## src/rtl/palette_memory.sv

```systemverilog
// Colour table fed by the palette command decoder, with a 32-cycle clear walk on reset or clear command.
// Lookup latency 2 cycles, one request per cycle, no backpressure; decoder writes are dropped while clearing.
module palette_memory #(
   parameter int IDX_W = 5,
   parameter int CH_W  = 8
) (
   input  logic               clk,
   input  logic               rst_n,
   input  logic               rstPalette,
   input  logic               wPalette,
   input  logic [IDX_W-1:0]   controllerColor,
   input  logic               controllerRGB,
   input  logic [2*CH_W-1:0]  wData,
   input  logic               pixValid,
   input  logic [IDX_W-1:0]   pixIndex,
   output logic               rgbValid,
   output logic [3*CH_W-1:0]  rgbOut,
   output logic               clearBusy
);

   localparam int               NUM_COLORS = 2**IDX_W;
   localparam logic [IDX_W-1:0] LAST_IDX   = IDX_W'(NUM_COLORS - 1);
   localparam logic [0:0]       S_IDLE     = 1'b0;
   localparam logic [0:0]       S_CLEAR    = 1'b1;

   logic [0:0]        state_q, state_d;
   logic [IDX_W-1:0]  clr_idx_q, clr_idx_d;
   logic              clearing;

   // RG and B kept in separate arrays so each half-word write touches only its own channels
   logic [2*CH_W-1:0] rg_mem [NUM_COLORS];
   logic [CH_W-1:0]   b_mem  [NUM_COLORS];

   logic              host_wr;
   logic              rg_we, b_we;
   logic [IDX_W-1:0]  wr_addr;
   logic [2*CH_W-1:0] rg_wdat;
   logic [CH_W-1:0]   b_wdat;

   logic              s1_vld_q;
   logic [IDX_W-1:0]  s1_idx_q;
   logic              rgb_vld_q;
   logic [3*CH_W-1:0] rgb_q, rgb_d;

   assign clearing = (state_q == S_CLEAR);

   always_comb begin
      state_d   = state_q;
      clr_idx_d = clr_idx_q;
      case (state_q)
         S_CLEAR: begin
            if (!rstPalette) begin
               clr_idx_d = '0;
            end else if (clr_idx_q == LAST_IDX) begin
               state_d = S_IDLE;
            end else begin
               clr_idx_d = clr_idx_q + IDX_W'(1);
            end
         end
         default: begin
            if (!rstPalette) begin
               state_d   = S_CLEAR;
               clr_idx_d = '0;
            end
         end
      endcase
   end

   always_ff @(posedge clk or negedge rst_n) begin
      if (!rst_n) begin
         state_q   <= S_CLEAR;
         clr_idx_q <= '0;
      end else begin
         state_q   <= state_d;
         clr_idx_q <= clr_idx_d;
      end
   end

   // A clear request in the same cycle as a write wins: the write is simply not issued
   assign host_wr = !clearing && rstPalette && wPalette;
   assign wr_addr = clearing ? clr_idx_q : controllerColor;
   assign rg_we   = clearing || (host_wr && !controllerRGB);
   assign b_we    = clearing || (host_wr && controllerRGB);
   assign rg_wdat = clearing ? '0 : wData;
   assign b_wdat  = clearing ? '0 : wData[2*CH_W-1:CH_W];

   always_ff @(posedge clk) begin
      if (rg_we) begin
         rg_mem[wr_addr] <= rg_wdat;
      end
      if (b_we) begin
         b_mem[wr_addr] <= b_wdat;
      end
   end

   // Stage-2 read sees the table before any write committed on the same edge
   assign rgb_d = clearing ? '0 : {rg_mem[s1_idx_q], b_mem[s1_idx_q]};

   always_ff @(posedge clk or negedge rst_n) begin
      if (!rst_n) begin
         s1_vld_q  <= 1'b0;
         s1_idx_q  <= '0;
         rgb_vld_q <= 1'b0;
         rgb_q     <= '0;
      end else begin
         s1_vld_q  <= pixValid;
         s1_idx_q  <= pixIndex;
         rgb_vld_q <= s1_vld_q;
         if (s1_vld_q) begin
            rgb_q <= rgb_d;
         end
      end
   end

   assign rgbValid  = rgb_vld_q;
   assign rgbOut    = rgb_q;
   assign clearBusy = clearing;

endmodule

```

## config.mk

```make
export PLATFORM = sky130hd
export DESIGN_NAME = palette_memory
export DESIGN_NICKNAME = d
export VERILOG_FILES = /design/src/rtl/palette_memory.sv
export SDC_FILE = /design/constraint.sdc
export NUM_CORES = 1
export LEC_CHECK = 0
export BUFFER_PORTS_ARGS = -buffer_cell sky130_fd_sc_hd__buf_2
export CORE_MARGIN = 2
export CORE_UTILIZATION = 30
export CTS_CLUSTER_DIAMETER = 120
export DETAILED_ROUTE_END_ITERATION = 12
export RECOVER_POWER = 25
export SYNTH_ARGS = -nofsm -noshare
export SYNTH_HDL_FRONTEND = slang
export SYNTH_SLANG_ARGS = --single-unit
```

## constraint.sdc

```tcl
create_clock -name clk -period 8.2 [get_ports clk]
set_input_delay 0 -clock clk [delete_from_list [all_inputs] [get_ports clk]]
set_output_delay 0 -clock clk [all_outputs]
set_load 0.05 [all_outputs]
```

# Word-level counts from Yosys, hierarchy flattened
# Memories as Yosys holds them, arrays and structs flattened.
# Index checks and enable logic that the tools add are counted.
[word_totals] inputBits=32 out_inout_bits=26 memories=2 wordCells=37 regBits=37 mem_bits_rw=768
[op_classes] muxes=16 n_addsub=1 eq_ne=3 reduce_logical=9
[mem_list] name="rg_mem" words=32 width=16 read_ports=1 rd_clocked_by_memory_dff=0 wr=1 line="31" text="logic [2*CH_W-1:0] rg_mem [NUM_COLORS];"
[mem_list] name="b_mem" words=32 width=8 read_ports=1 rd_clocked_by_memory_dff=0 wr=1 line="32" text="logic [CH_W-1:0] b_mem [NUM_COLORS];"
[op_table] operator="5-bit two-way mux" count=5
[op_table] operator="24-bit two-way mux" count=1
[op_table] operator="16-bit two-way mux" count=1
[op_table] operator="1-bit two-way mux" count=8
[op_table] operator="8-bit two-way mux" count=1
[op_table] operator="5-bit by 1-bit adder with 5-bit output, second input constant" count=1
[op_table] operator="5-bit equality test, second input constant" count=1
[op_table] operator="1-bit logical AND" count=4
[op_table] operator="1-bit zero test" count=2
[op_table] operator="1-bit logical OR" count=2
[op_table] operator="2-bit by 1-bit != test with 1-bit output, second input constant" count=1
[op_table] operator="2-bit != test, second input constant" count=1
[op_table] operator="2-bit AND reduction" count=1

# Logic depth before layout (Yosys ltp)
# Gate-level depths: netlist (run 1).
[depth] word_depth=7 depth_mapped=10 depth_no_buf=7

# Worst setup path before layout (run 1)
# Ideal clock, no wire load.
[synth_timing] path_type="reg-to-reg" start="reg state_q, in the netlist clearBusy" end="mem b_mem[0][0], data pin" stages_incl_launch_ff=5 required_ns=7.686 setup_slack_ns=4.988 path_buffers=3 setup_ns=0.514 synth_period_minus_slack_ns=3.212 t_arrival_ns=2.697 path_cell_list="dfstp_2 clkbuf_1 buf_1 clkbuf_1 nor2b_1"
[synth_via] elab_chain_len=1
[synth_rtl] item="from (decl)" line="26" text="logic [0:0] state_q, state_d;"
[synth_rtl] item="from (signal assigned)" line="74" text="state_q <= state_d;"
[synth_rtl] item="8-bit two-way mux" line="85" text="assign b_wdat = clearing ? '0 : wData[2*CH_W-1:CH_W];"
[synth_rtl] item="named net b_wdat[0]" line="38" text="logic [CH_W-1:0] b_wdat;"
[synth_rtl] item="to (decl)" line="32"
# The timed path passes the listed nets, and every way through them passes these cells.

# Final worst setup path (run 1)
[layout_timing] start="reg state_q, in the netlist clearBusy" end="mem rg_mem[4][10] (netlist name), data pin"
[layout_via] elab_chain_len=1
[layout_rtl] item="16-bit two-way mux" line="84" text="assign rg_wdat = clearing ? '0 : wData;"
[layout_rtl] item="to (decl)" line="31"
# Every way passes these cells.

==> reports/qor.csv, run 1 <==
metric;value;unit
clock slew at reported path FFs;0.06;ns
Total GRT Usage;0.137;
htree depth;3;
asr flop ratio synth;0.0460;
I/O pin count;58;
RSZ-0062 raised after global routing;false;
leading area contributor after synthesis;edfxtp_1;
VDD IR-drop max;148;uV
Die Area;0.108;mm^2
max-cap viol count;17;
Fin Setup TNS;0;ns
main combinational cell family by area after synthesis;multiplexers;
post-synthesis compound-gate area fraction;0.0478;
synth top area cells;edfxtp_1 (73%), mux4_2 (6.9%), mux2i_1 (6.4%);
Worst Hold Depth;2;
Crit Path Class;flip-flop to flip-flop;
Clk Latency, worst-skew pair;0.63;ns
CTS Root Cell;clkbuf_16;
Worst Hold Class;primary input to flip-flop;
Setup crit start kind;flip-flop;
Slew @ Worst Pin;3.19;ns
CP required;8.15;ns
nets@finish;1761;
Synth Warn #;0;
post-CTS setup buffers;0;
r2r setup slk;3.98;ns
max-slew violations;819;
failing checks;capacitance limit, slew limit;
Hold Vio Cnt, Final;0;
Core Rows;118;
share of layout cells above drive strength 1;0.205;
Total Wirelength;74500;um
Post-synth EDFFs;768;
post-route clock skew;0.0317;ns
Synth Register Bits;805;
clock sinks;805;
PD cells;236;mW/mm^2
number of global-route vias before repair;16097;
CP endpoint kind;flip-flop;
drt wl/cell;23.5;um
Top FF cell, synth;edfxtp_1;
Rel. slew slack;-1.13;
Post-Synth Simple-Gate Area;0.0207;
hold endpoint;s1_idx_q[3]$_DFF_PN0_;
R2R depth;2;
Chip Width;328;um
initial antenna violation count;8;
outcome;complete, but fails checks;
Max Fanout on Critical Path;64;
Period minus WS final;4.22;ns
Starting Density;0.303;
DRT antenna net count;0;
synthesis-to-layout area growth;14.8;%
largest net degree at the start of global routing;133;
mux share of post-synthesis cell area;0.148;
first-pass GRT wire length;109000;um
IO buf count;57;
crit share post-route;0.515;
Clock Tree Buf Depth;3;
Final Instance Count excl. Fillers;3170;
dpl cells;3016;
register area share after synthesis;0.761;
GRT overflow;0;
Die H;328;um
f_max;237;MHz
fillers;9682;
setup violators final;0;
xor/xnor share of the synthesized area;0.000834;
Yosys top cell area share;0.732;
routed vias;15943;
adder-cell share of the synthesized area;0.000794;
Syn Nets;1643;
placed wire-length estimate;43800;um
leakage power total;12.1;nW
CTS tree;built;
TritonCTS Buffers;78;
# DRC;0;
hold path start;pixIndex[3];
library cells used by synthesis;37;
Syn Inst Count;1609;
Syn Area/Cell;19.6;um^2
drt initial violations;1800;
r2r endpoint;rg_mem[4][10]$_DFFE_PP_;
Post-Synthesis Cell Area;0.0315;mm^2
arrival time of the worst setup path;4.17;ns
first drt pass iteration count;5;
vias per cell;5.03;
RR Startpoint;clearBusy$_DFF_PN1_;
gpl congestion;0.797;
Core Area;0.104;mm^2
-- through the flow --
| step | power, mW | hold slack, ns | instance area (um^2) | setup slack (ns) | util |
|---|---|---|---|---|---|
| 2_1_floorplan | 4.84 | -0.296 | 31500 | 4.99 | - |
| 3_3_place_gp | 4.95 | 0.114 | 33600 | 3.99 | 0.323 |
| 3_5_place_dp | 4.96 | 0.111 | 33600 | 4.00 | 0.323 |
| 4_1_cts | 8.61 | 0.00575 | 36300 | 3.99 | 0.349 |
| 5_1_grt | 8.80 | 0.0360 | 36200 | 3.65 | 0.348 |
| 6_report | 8.54 | 0.0411 | 36200 | 3.98 | 0.348 |
-- power breakdown --
group / switching [mW] / internal (mW)
combinational: 0.222 / 0.146
sequential: 0.0223 / 4.49
clock: 1.53 / 2.13
-- placed cells by master, fill, tap and decap left out, types with 5 or more instances in the layout --
master         count
clkbuf_16         80
o221ai_1          19
clkbuf_1          56
clkinv_1           7
dlygate4sd3_1     11
inv_1             29
mux4_2            96
a221oi_2           9
a221oi_1          34
nor2b_1            9
edfxtp_1         768
buf_2             31
nand3_1            6
clkinvlp_4         6
o22ai_1           24
mux2_2            44
and3_1             6
a21oi_1           43
dfrtp_1           32
buf_4             43
nor2b_4           10
bufinv_16         10
a22o_1            43
o311ai_0           5
nand2_1           38
a22oi_1            5
o32ai_1            6
mux2i_1          200
nor2_1            65
clkinv_2          14
-- flip-flops by register name, indices dropped and copies added, names as in the netlist --
name	cells
rgbOut	24
rg_mem	512
clr_idx_q	5
b_mem	256
s1_vld_q	1
rgbValid	1
clearBusy	1
s1_idx_q	5
-- worst max-delay path by stage --
stage | startpoint | endpoint | slack, ns | cells past startpoint
after detailed placement | s1_idx_q[0]$_DFF_PN0_ | rgbOut[17]$_DFFE_PN0P_ | 4.00 | 5
after floorplan | clearBusy$_DFF_PN1_ | b_mem[0][0]$_DFFE_PP_ | 4.99 | 4
final | clearBusy$_DFF_PN1_ | rg_mem[4][10]$_DFFE_PP_ | 3.98 | 2
after CTS | s1_idx_q[0]$_DFF_PN0_ | rgbOut[17]$_DFFE_PN0P_ | 3.99 | 5
after global placement | s1_idx_q[0]$_DFF_PN0_ | rgbOut[17]$_DFFE_PN0P_ | 3.99 | 5
after global routing | clearBusy$_DFF_PN1_ | rg_mem[4][10]$_DFFE_PP_ | 3.65 | 2
-- per-layer routing --
layer	vias to the layer above	GRT usage	wire length, um
li1	6792	-	-
met1	8427	0.193	32400
met5	-	0	21
met4	4	0.0302	1340
met2	602	0.214	34400
met3	118	0.0365	6320
-- layout make-up --
class	count	area (um^2)	share of cell area
clock buffers	96	2080	0.0575
well taps	1380	1730	0.0477
flip-flops and latches	805	24000	0.663
clock inverters	46	528	0.0146
diodes	1	2.50	0.0000691
inverters	29	109	0.00301
repair buffers	129	786	0.0217
multi-input cells	684	6960	0.192
-- synthesized netlist by cell type, types with 2 or more instances --
cell	number
o311ai_0	5
nor2b_1	23
buf_2	19
o221ai_1	19
mux2i_1	200
mux4_2	96
a22oi_1	5
inv_1	29
xnor2_1	3
buf_6	9
buf_1	5
mux2_2	44
a221oi_1	34
clkbuf_1	43
a221oi_2	9
buf_8	2
nand2b_1	3
edfxtp_1	768
buf_4	9
a22o_1	43
nand2_1	38
nor2_1	66
and3_1	6
and2_1	4
ha_1	2
o22ai_1	24
buf_12	4
a21oi_1	43
dfrtp_1	36
nand3_1	6
o32ai_1	6
-- logic make-up (layout without fill, tap and decap cells) --
| family | after synthesis | count (layout) |
|---|---|---|
| flip-flops | 805 | 805 |
| multiplexers | 340 | 340 |
| AO/OA/AOI/OAI | 192 | 192 |
| AND/OR/NAND/NOR | 147 | 147 |
| buffers and inverters | 120 | 300 |
| XOR/XNOR | 3 | 3 |
| adder cells (fa/ha/maj) | 2 | 2 |
| other | 0 | 1 |
-- worst max-delay path: stages (launching register included) --
cell and delay, ns:
dfstp_1 0.94, nor2b_4 0.28, clkbuf_1 2.20
-- what timing repair did --
action,4_1_cts,5_1_grt
hold buffers,9,2
resized for setup,0,0
endpoints found under the hold margin,49,64
Note: power is estimated with default switching activity, not from simulation.
==> inputs of run 2 (changes only) <==
Clock period 8.2 ns to 3.8 ns, I/O delays scaled along.
==> reports/qor.csv, run 2 (synthesis gave the netlist of run 1 again) <==
metric;value;unit
leakage power total;12.3;nW
CTS tree;built;
setup violators final;0;
Core Rows;118;
I/O pin count;58;
sequential share of power;0.528;
Chip Width;328;um
Setup crit start kind;flip-flop;
Reg area;0.0240;mm^2
Crit Path Class;flip-flop to flip-flop;
fillers;9743;
first drt pass iteration count;5;
initial antenna violation count;9;
max-cap viol count;12;
Top reg by flops;rg_mem;
Total Wirelength;78400;um
Internal Power;14.5;mW
max-slew violations;495;
Core Area;0.104;mm^2
CTS Root Cell;clkbuf_16;
post-cts resize count;0;
outcome;complete, but fails checks;
arrival time of the worst setup path;3.74;ns
most frequent cells in the layout;edfxtp_1 (768), mux2i_1 (200), mux4_2 (96);
Die Area;0.108;mm^2
Clock Tree Buf Depth;3;
IO buf count;57;
post-route clock skew;0.0448;ns
ANT cells;0;
Switching Fraction;0.213;
GRT overflow;0;
gpl congestion;0.766;
Starting Density;0.303;
drt initial violations;1770;
CP endpoint kind;flip-flop;
post-layout util;0.352;
r2r setup slk;0.49;ns
Slew @ Worst Pin;2.01;ns
# DRC;0;
clock sinks;805;
Clk Latency, worst-skew pair;0.65;ns
PD cells;505;mW/mm^2
Fin Setup TNS;0;ns
Rel. slew slack;-0.339;
Net Sw Power;3.93;mW
Period minus WS final;3.31;ns
Total GRT Usage;0.144;
synthesis-to-layout area growth;15.9;%
VDD IR-drop max;302;uV
first-pass GRT wire length;113000;um
Die H;328;um
Clk pwr share;0.428;
number of global-route vias before repair;15822;
TritonCTS Buffers;83;
drt wl/cell;24.4;um
failing checks;capacitance limit, slew limit;
CP required;4.23;ns
share of layout cells above drive strength 1;0.213;
vias per cell;5.05;
nets@finish;1795;
multi-input logic area;0.00693;mm^2
DRT antenna net count;0;
placed wire-length estimate;48400;um
largest net degree at the start of global routing;65;
routed vias;16198;
Worst Hold Class;primary input to flip-flop;
Hold Vio Cnt, Final;0;
max FFs per register;512;
htree depth;3;
clock slew at reported path FFs;0.06;ns
commonest non-fill, non-tap cell in the layout;edfxtp_1;
Max Fanout on Critical Path;48;
crit share post-route;0.871;
Comb power frac;0.044;
f_max;302;MHz
RSZ-0062 raised after global routing;false;
==> run 2: changes by cell type in the layout (fill, tap and decap cells not counted), sizes merged <==
| cell | previous run | this run |
|---|---|---|
| buf | 76 | 98 |
| bufinv | 10 | 4 |
| clkinvlp | 6 | 1 |
| inv | 33 | 35 |
| diode | 1 | 0 |
| clkbuf | 138 | 149 |
| dlygate4sd3 | 11 | 18 |
| clkinv | 26 | 32 |
==> run 2: critical path: stages, from the launching register on <==
cell and delay (ns):
dfrtp_4 0.76, nor2_4 0.79, buf_12 0.27, a22o_1 0.21
a221oi_1 0.09, o311ai_0 0.76, o22ai_1 0.15
==> run 2: power groups by stage <==
stage          Combinational, mW  Clock (mW)  Sequential, mW
3_3_place_gp               0.808           0            9.93
3_5_place_dp               0.809           0            9.94
4_1_cts                    0.827        8.04            9.75
5_1_grt                    0.867        8.41            9.75
2_1_floorplan              0.554           0            9.89
6_report                   0.819        7.90            9.75
==> run 2: final cells by class <==
cell class / instances / share of cell area
Sequential cell: 805 / 0.657
Clock inverter: 43 / 0.0106
Clock buffer: 107 / 0.0621
Multi-Input combinational cell: 684 / 0.190
Inverter: 29 / 0.00298
Timing Repair Buffer: 158 / 0.0307
Tap cell: 1380 / 0.0473
==> run 2: per-layer routing <==
| metal | share of wire | wire length, um | GRT usage |
|---|---|---|---|
| met5 | 0.00074 | 58 | 0 |
| met4 | 0.016 | 1230 | 0.0317 |
| met3 | 0.084 | 6550 | 0.0300 |
| met2 | 0.44 | 34300 | 0.208 |
| met1 | 0.46 | 36300 | 0.221 |
==> run 2: repair_timing <==
| item | 4_1_cts | 5_1_grt |
|---|---|---|
| setup endpoints to repair | 0 | 0 |
| hold buffers | 18 | 0 |
| buffers inserted | 0 | 0 |
| endpoints found under the hold margin | 124 | 0 |
==> run 2: per-stage QoR <==
| step | area, um^2 | cells | total power [mW] | worst slack (ns) | hold WS, ns |
|---|---|---|---|---|---|
| global route | 36500 | 3206 | 19.0 | 0.375 | 0.0770 |
| floorplan | 31500 | 1609 | 10.4 | 0.588 | -0.296 |
| CTS | 36700 | 3206 | 18.6 | 0.614 | 0.0221 |
| detailed placement | 33800 | 3038 | 10.7 | 0.611 | 0.0364 |
| finish | 36500 | 3206 | 18.5 | 0.488 | 0.0995 |
| global placement | 33800 | 3038 | 10.7 | 0.610 | 0.0440 |
==> run 2: path summary, 6_finish.rpt <==
check / from / to / cells after the start
setup / recovery: s1_idx_q[1]$_DFF_PN0_ / rgbOut[4]$_DFFE_PN0P_ / 6
hold / removal: pixIndex[2] / s1_idx_q[2]$_DFF_PN0_ / 2
setup reg to reg: s1_idx_q[1]$_DFF_PN0_ / rgbOut[4]$_DFFE_PN0P_ / 6
hold reg to reg: rgbOut[2]$_DFFE_PN0P_ / rgbOut[2]$_DFFE_PN0P_ / 2
max in group asynchronous: rst_n / s1_idx_q[1]$_DFF_PN0_ / 4
min in group asynchronous: rst_n / rgbOut[21]$_DFFE_PN0P_ / 4
